==> config.mk <==
export PLATFORM = sky130hd
export DESIGN_NAME = alu_arbiter
export DESIGN_NICKNAME = d
export VERILOG_FILES = /design/src/rtl/alu_pkg.sv /design/src/rtl/alu.sv /design/src/rtl/alu_arbiter_rr_pick.sv /design/src/rtl/alu_arbiter.sv
export SDC_FILE = /design/constraint.sdc
export NUM_CORES = 1
export LEC_CHECK = 0
export CORE_UTILIZATION = 30
export DETAILED_ROUTE_END_ITERATION = 8
export SKIP_LAST_GASP = 1
export SYNTH_ARGS = -nofsm -noshare
export SYNTH_HDL_FRONTEND = slang
export SYNTH_HIERARCHICAL = 1
export SYNTH_SLANG_ARGS = --single-unit
==> constraint.sdc <==
create_clock -name clk -period 2.1 [get_ports clk]
set_clock_uncertainty 0.05 [all_clocks]
set_input_delay 0.315 -clock clk [delete_from_list [all_inputs] [get_ports clk]]
set_output_delay 0.315 -clock clk [all_outputs]
set_load 0.05 [all_outputs]
==> src/rtl/alu_pkg.sv <==
// Shared types for the ALU arbiter: opcodes, flag bit masks, arbiter states.
package alu_pkg;

  typedef enum logic [3:0] {
    HALT = 4'd0,
    ADD  = 4'd1,
    SUB  = 4'd2,
    CMP  = 4'd3
  } opcode_e;

  // Flag bit positions inside the 4-bit {V,C,N,Z} flag word.
  localparam logic [3:0] FLAG_Z = 4'b0001;
  localparam logic [3:0] FLAG_N = 4'b0010;
  localparam logic [3:0] FLAG_C = 4'b0100;
  localparam logic [3:0] FLAG_V = 4'b1000;

  typedef enum logic [1:0] {
    IDLE  = 2'd0,
    ISSUE = 2'd1,
    WAIT  = 2'd2,
    DONE  = 2'd3
  } arb_state_e;

endpackage

==> src/rtl/alu.sv <==
// Small 8-bit ALU with one clock of registered latency and no reset.
// Only CMP writes the flag register; every other opcode leaves it alone.
module alu
  import alu_pkg::*;
(
  input  logic       clk,
  input  logic [3:0] op,
  input  logic [7:0] a,
  input  logic [7:0] b,
  output logic [7:0] out,
  output logic [3:0] flags
);

  // Register the result and, for CMP only, the {a<b, a==b} flags.
  always_ff @(posedge clk) begin
    case (op)
      ADD:     out <= a + b;
      SUB:     out <= a - b;
      default: out <= '0;
    endcase
    if (op == CMP) begin
      flags <= ((a < b) ? FLAG_N : 4'b0000) | ((a == b) ? FLAG_Z : 4'b0000);
    end
  end

endmodule

==> src/rtl/alu_arbiter_rr_pick.sv <==
// Combinational round-robin picker: first set request after 'last', wrapping.
module rr_pick #(
  parameter int NREQ  = 2,
  parameter int IDX_W = (NREQ > 1) ? $clog2(NREQ) : 1
) (
  input  logic [NREQ-1:0]  req,
  input  logic [IDX_W-1:0] last,
  output logic [NREQ-1:0]  gnt,
  output logic [IDX_W-1:0] idx,
  output logic             any
);

  // Walk the requesters starting just after the previous winner.
  always_comb begin
    int c;
    c   = 0;
    gnt = '0;
    idx = '0;
    any = 1'b0;
    for (int k = 1; k <= NREQ; k++) begin
      c = (int'(last) + k) % NREQ;
      if (!any && req[c[IDX_W-1:0]]) begin
        any                = 1'b1;
        gnt[c[IDX_W-1:0]]  = 1'b1;
        idx                = c[IDX_W-1:0];
      end
    end
  end

endmodule

==> src/rtl/alu_arbiter.sv <==
// Round-robin arbiter sharing one ALU between NREQ requesters.
// Handshake: a requester raises req with stable operands; the arbiter answers
// with a one-hot gnt held until the cycle after done, and a one-cycle done
// pulse carrying result/flags_out. req is only looked at in IDLE, operands
// are registered when the grant is issued, and an operation never aborts.
module alu_arbiter
  import alu_pkg::*;
#(
  parameter int NREQ  = 2,
  parameter int CNT_W = 16
) (
  input  logic              clk,
  input  logic              rst_n,
  input  logic [NREQ-1:0]   req,
  input  logic [4*NREQ-1:0] op_flat,
  input  logic [8*NREQ-1:0] a_flat,
  input  logic [8*NREQ-1:0] b_flat,
  output logic [NREQ-1:0]   gnt,
  output logic [NREQ-1:0]   done,
  output logic [7:0]        result,
  output logic [3:0]        flags_out,
  output logic              busy,
  output logic [CNT_W-1:0]  op_count
);

  localparam int IDX_W = (NREQ > 1) ? $clog2(NREQ) : 1;

  arb_state_e       state, state_next;
  logic [IDX_W-1:0] last_q;
  logic [NREQ-1:0]  pick_gnt;
  logic [IDX_W-1:0] pick_idx;
  logic             pick_any;
  logic [3:0]       alu_op;
  logic [7:0]       in1, in2;
  logic [7:0]       alu_out;
  logic [3:0]       alu_flags;
  logic [3:0]       op_sel;
  logic [7:0]       a_sel, b_sel;
  logic             load, capture, finish;

  rr_pick #(.NREQ(NREQ), .IDX_W(IDX_W)) u_pick (
    .req  (req),
    .last (last_q),
    .gnt  (pick_gnt),
    .idx  (pick_idx),
    .any  (pick_any)
  );

  alu u_alu (
    .clk   (clk),
    .op    (alu_op),
    .a     (in1),
    .b     (in2),
    .out   (alu_out),
    .flags (alu_flags)
  );

  // Route the picked requester's opcode and operands to the operand registers.
  always_comb begin
    op_sel = '0;
    a_sel  = '0;
    b_sel  = '0;
    for (int i = 0; i < NREQ; i++) begin
      if (pick_gnt[i]) begin
        op_sel = op_flat[4*i +: 4];
        a_sel  = a_flat[8*i +: 8];
        b_sel  = b_flat[8*i +: 8];
      end
    end
  end

  // State register.
  always_ff @(posedge clk or negedge rst_n) begin
    if (!rst_n) state <= IDLE;
    else        state <= state_next;
  end

  // Next state and per-state datapath strobes.
  always_comb begin
    state_next = state;
    load       = 1'b0;
    capture    = 1'b0;
    finish     = 1'b0;
    case (state)
      IDLE: begin
        if (pick_any) begin
          load       = 1'b1;
          state_next = ISSUE;
        end
      end
      ISSUE: state_next = WAIT;
      WAIT: begin
        capture    = 1'b1;
        state_next = DONE;
      end
      DONE: begin
        finish     = 1'b1;
        state_next = IDLE;
      end
      default: state_next = IDLE;
    endcase
  end

  assign busy = (state != IDLE);

  // Operand registers, grant, result capture and completion counter.
  always_ff @(posedge clk or negedge rst_n) begin
    if (!rst_n) begin
      gnt       <= '0;
      done      <= '0;
      result    <= '0;
      flags_out <= '0;
      op_count  <= '0;
      alu_op    <= HALT;
      in1       <= '0;
      in2       <= '0;
      last_q    <= IDX_W'(NREQ - 1);
    end else begin
      if (load) begin
        gnt    <= pick_gnt;
        alu_op <= op_sel;
        in1    <= a_sel;
        in2    <= b_sel;
        last_q <= pick_idx;
      end else if (state == IDLE) begin
        alu_op <= HALT;
      end
      if (capture) begin
        result    <= alu_out;
        flags_out <= alu_flags;
        done      <= gnt;
        if (op_count != '1) op_count <= op_count + CNT_W'(1);
      end
      if (finish) begin
        done   <= '0;
        gnt    <= '0;
        alu_op <= HALT;
      end
    end
  end

endmodule

Word level (Yosys, flattened, before mapping)
Cells that the tools add are included.

word-level totals
  output and inout bits = 33
  bits of input ports = 44
  bits in registers = 67
  word-level logic and storage cells = 79

operators by class
  muxes and demuxes = 36
  add/subtract/negate cells = 5
  equal/unequal tests = 9
  reduce and logical (&&, ||, !) cells = 10
  bitwise operators = 2
  magnitude comparators = 5

operators by type and width
  kind                                                         count
  two-way mux 8 bit                                            4
  two-way mux 4 bit                                            5
  adder 16 x 1 -> 16 bit (second input constant)               1
  two-way mux 2 bit                                            8
  inequality test 16 bit (second input constant)               1
  case mux 8 bit (2 select lines)                              1
  two-way mux 1 bit                                            15
  adder 8 bit                                                  1
  equality test 4 x 2 -> 1 bit (second input constant)         2
  equality test 8 bit                                          1
  less-than comparator 8 bit                                   1
  case mux 2 bit (4 select lines)                              1
  subtractor 8 bit                                             1
  nonzero test 2 bit                                           3
  equality test 2 bit (second input constant)                  2
  equality test 4 x 1 -> 1 bit (second input constant)         1
  less-than comparator 1 x 2 -> 1 bit (second input constant)  2
  OR 4 bit                                                     1
  logical AND 1 bit                                            3
  nonzero test 3 bit                                           1
  adder 1 bit (second input constant)                          2
  demux 1 bit (select 1 bit)                                   2
  equality test 2 x 1 -> 1 bit (second input constant)         1
  greater-or-equal comparator 1 bit (second input constant)    2
  other kinds (5)                                              5

Depth between registers and ports, before layout
  depth in word-level cells = 12
  mapped depth = 8
  gate-level depth less buffers = 8

By module
Netlist, hierarchy kept.

by module, submodules not included
  module       area each (µm²)  sequential area each (µm²)  times used  cells each
  alu_arbiter  2,476.1          1,377.6                     1           223
  alu          1,008.5          220.2                       1           121
  rr_pick      32.5             0.0                         1           5

Worst setup path after synthesis
Ideal clock, no wire load.

  path type = reg-to-reg
  start = register in1[0]
  end = register u_alu.flags[1], data pin
  library setup time = 255 ps
  clock period less this slack = 2,065 ps
  slack = 35 ps
  required time = 1,795 ps
  data arrival time = 1,760 ps
  path buffers = 0
  stages on the path, launching flop included = 9
  path through = dfrtp_1 inv_1 ha_1 fa_1 nor2b_1 o21ai_1 a211oi_1 o211ai_1 and2_1

between the ends
  longest elaborated chain between the ends = 3

ends and longest elaborated chain
  what                        RTL line            source
  from (decl)                 alu_arbiter.sv:34   logic [7:0] in1, in2;
  from (signal assigned)      alu_arbiter.sv:122  in1 <= a_sel;
  less-than comparator 8 bit  alu.sv:22           flags <= ((a < b) ? FLAG_N : 4'b0000) | ((a == b) ? FLAG_Z : 4'b0000);
  two-way mux 2 bit           alu.sv:22
  OR 4 bit                    alu.sv:22
  to (signal assigned)        alu.sv:22
  to (decl)                   alu.sv:11           output logic [3:0] flags

No other way between the ends.
A chain may end at the register's enable or synchronous reset.

Worst setup path after layout
  start = register in2[2]
  end = register u_alu.out[7]

between the ends
  longest elaborated chain between the ends = 2
  elaborated cells on any way between the ends = 3
  classes of those cells = 2 x add/sub; 1 x mux

ends and longest elaborated chain
  what                                             RTL line              source
  from (decl)                                      alu_arbiter.sv:34
  from (signal assigned)                           alu_arbiter.sv:123    in2 <= b_sel;
  subtractor 8 bit or adder 8 bit (tied branches)  alu.sv:18, alu.sv:17
  case mux 8 bit (2 select lines) (*)              alu.sv:16             case (op)
  to (signal assigned)                             alu.sv:17             ADD: out <= a + b;
  to (signal assigned)                             alu.sv:18             SUB: out <= a - b;
  to (decl)                                        alu.sv:10             output logic [7:0] out,

Every way passes the cells marked *; elsewhere a longest branch is shown, timed or not.

==> results.py <==
metrics = {
    "logic_synthesis": {
        "synth_top_area_cell": "dfrtp_1",
        "synth_edf_count": 2,
        "yosys_warnings": 6,
        "synth-seq-area-share_pct": 45.43,
        "ys_async_sr_fraction_pct": 84.62,
        "ys_types": 60,
        "ys_ff_latch": 65,
        "synth_cells": 349,
        "avgSynthCellArea_um2": 10.08,
        "netlist.area_leader.share_pct": 38.42,
        "synthFlopType": "dfrtp_1",
        "synth_area_um2": 3517,
        "synth_area_leaders": "dfrtp_1 (38%), ha_1 (7.5%), a22oi_1 (4.7%), dfxtp_1 (4.6%), mux2_2 (4.5%)",
    },
    "route": {
        "drt_iter0_drc": 218,
        "drc_errors": 0,
        "wl_per_cell_um": 13.26,
        "ant_nets": 0,
        "wirelength_um": 7902,
        "dr.pass1.iters": 4,
        "avgViaCountPerCell": 4.780,
        "vias": 2849,
    },
    "power": {
        "ir_worst_vdd_mv": 0.8461,
        "p_per_area_nw_per_um2": 1444,
        "power.leakage_nw": 2.172,
    },
    "floorplan": {
        "core_area_um2": 11420,
        "io_pins": 77,
        "initial_core_util_pct": 30.80,
        "dieArea_um2": 12160,
        "die_w_um": 110.3,
        "die_h_um": 110.3,
        "row_count": 39,
    },
    "layout": {
        "fin_util_pct": 43.16,
        "drive_above_1_share_pct": 15.89,
        "layout.cells.most_common": "clkdlybuf4s50_1",
        "nets": 515,
        "syn_to_final_growth_pct": 40.13,
        "instances_no_fill": 596,
        "antennaDiodeCount": 0,
        "layout_common_cells": "clkdlybuf4s50_1 (74), dfrtp_1 (54), nand2_1 (35)",
        "fillCellCount": 1136,
    },
    "setup_path": {
        "r2r-start": "in2[2]",
        "max_stage_delay_ps": 390,
        "path_buf_inv": 1,
        "cp-end-kind": "flop",
        "required_ps": 2250,
        "cp_slowest_cell": "or3_4",
        "worstPathMaxFanout": 5,
        "worstSetupPathType": "flop to flop",
        "cp.arrival_ps": 2240,
        "critical-path-top-delay-family": "compound AO/OA/AOI/OAI gates",
        "r2r-end": "u_alu/out[7]",
        "critPathLaunchType": "flop",
        "r2r_setup_slack_ps": 7,
        "worstRegToRegCells": 7,
        "crit_chain": "inv_1, ha_1, nor3b_1, or3_4, a221oi_2, mux2i_1, a211o_1",
    },
    "timing": {
        "rsz0062_at_grt": "true",
        "setup_ws_ps": 7.387,
        "post-route-min-period_ps": 2093,
        "setup_viol": 0,
        "tns_ps": 0,
        "slew_viol_final": 0,
        "hold_ws_ps": 406.7,
        "worst_pin_slew_ps": 649.9,
        "hold_violations": 0,
        "slew_headroom_pct": 56.67,
        "fmax_mhz": 477.9,
        "fin_crit_sh_pct": 99.65,
    },
    "cts": {
        "worstSkewPairLatency_ps": 320,
        "clockRootBuffer": "clkbuf_16",
        "cts_made_buffers": 9,
        "cts_htree_levels": 3,
        "clock_sinks": 65,
        "cts_tree": "yes",
        "clk_pin_slew_ps": 50,
        "clk_path_buf_depth": 2,
    },
    "status": {
        "outcome": "completed",
    },
    "grt": {
        "grt_start_max_net_pins": 36,
        "grt_pass1_vias": 2655,
        "grt_pass1_wl_um": 12630,
        "overflow": 0,
        "grt_usage_pct": 13.43,
        "antenna_found_initial": 0,
    },
    "place": {
        "gp_congestion": 0.8064,
        "hpwl_um": 6167,
        "portBuffers": 76,
        "dp_slack_ps": -54.48,
        "dp_cells": 577,
    },
    "min_path": {
        "min_from": "u_alu/out[2]",
        "hold_path_depth": 1,
        "hold_class": "flop to flop",
        "min_to": "result[2]",
    },
    "job": {
        "maxCapViolCount": 0,
    },
}
[flip-flops by register name (all words and copies together) (netlist names)]
name         flops
alu_op           4
u_alu/out        8
state            2
flags_out        4
last_q           1
result           8
in1              8
u_alu/flags      2
in2              8
gnt              2
done             2
op_count        16
[routing by layer]
layer  up-vias  global-route usage, %  part of all wire [%]
li1       1458                      -                     -
met1      1315                  17.37                    48
met4         0                  3.665                  0.28
met5         -                      0                     0
met3         2                  3.057                   4.5
met2        74                  22.45                    48
[cells by family (layout without fill, tap and decap cells)]
logic type	count (synthesis)	in the layout	synth area share, %
AO/OA/AOI/OAI	91	91	17.43
flip-flops	65	65	45.43
multiplexers	20	20	6.332
other	1	2	0.1066
AND/OR/NAND/NOR	102	102	15.19
XOR/XNOR	10	10	2.490
adder cells (fa/ha/maj)	23	23	8.609
buffers and inverters	37	140	4.411
[worst max-delay path by stage]
stage | from | end | slack [ps] | depth (start not counted)
3_5_place_dp | in2[1] | u_alu/out[7] | -50 | 7
6_report | in2[2] | u_alu/out[7] | 7 | 7
2_1_floorplan | in1[0] | u_alu/flags[1] | 40 | 8
5_1_grt | in1[5] | u_alu/out[7] | -80 | 6
3_3_place_gp | in2[1] | u_alu/out[7] | -30 | 7
4_1_cts | in1[5] | u_alu/out[7] | -10 | 6
[power breakdown]
part | internal, mW | switching [mW]
sequential | 1.70 | 0.321
clock | 1.01 | 0.508
combinational | 1.49 | 2.08
[per-stage QoR]
| step | area [um^2] | power [mW] |
|---|---|---|
| final | 4928 | 7.118 |
| after global placement | 4578 | 5.521 |
| after detailed placement | 4578 | 5.588 |
| after floorplan | 3521 | 4.358 |
| after global routing | 4928 | 7.631 |
| after CTS | 4917 | 7.175 |
[cell type report]
class | instances | area [um^2] | area share [%]
Clock buffer | 14 | 274.0 | 5.560
Clock inverter | 2 | 35.03 | 0.7108
Inverter | 22 | 82.58 | 1.676
Multi-Input combinational cell | 248 | 1784 | 36.20
Sequential cell | 65 | 1598 | 32.42
Tap cell | 143 | 178.9 | 3.630
Timing Repair Buffer | 102 | 975.9 | 19.80
[worst register-to-register path: stages, from the launching register on]
cell and delay (ps):
dfrtp_1 370, inv_1 50, ha_1 350, nor3b_1 80, or3_4 390, a221oi_2 320
mux2i_1 120, a211o_1 230
[cell usage after synthesis (all sizes together) (3+ instances only)]
master / n
buf: 7
mux2i: 5
o21ai: 22
mux2: 15
xor2: 8
a21boi: 4
inv: 22
nand2: 35
nor2: 18
clkbuf: 8
ha: 21
a22oi: 22
a211oi: 4
nor3: 5
a21oi: 21
a31oi: 3
nor2b: 4
nor4: 3
nor3b: 3
dfxtp: 8
and4: 7
nand3: 7
nand4: 7
dfrtp: 54
and2: 3
[repair_timing]
item | 4_1_cts | 5_1_grt
endpoints found under the setup margin | 3 | 3
hold endpoints to repair | 23 | 0
buffers inserted | 2 | 0
hold buffers | 1 | 0
pin swaps | 0 | 2
gates resized for setup | 1 | 3
Note: power is estimated with default switching activity, not from simulation.
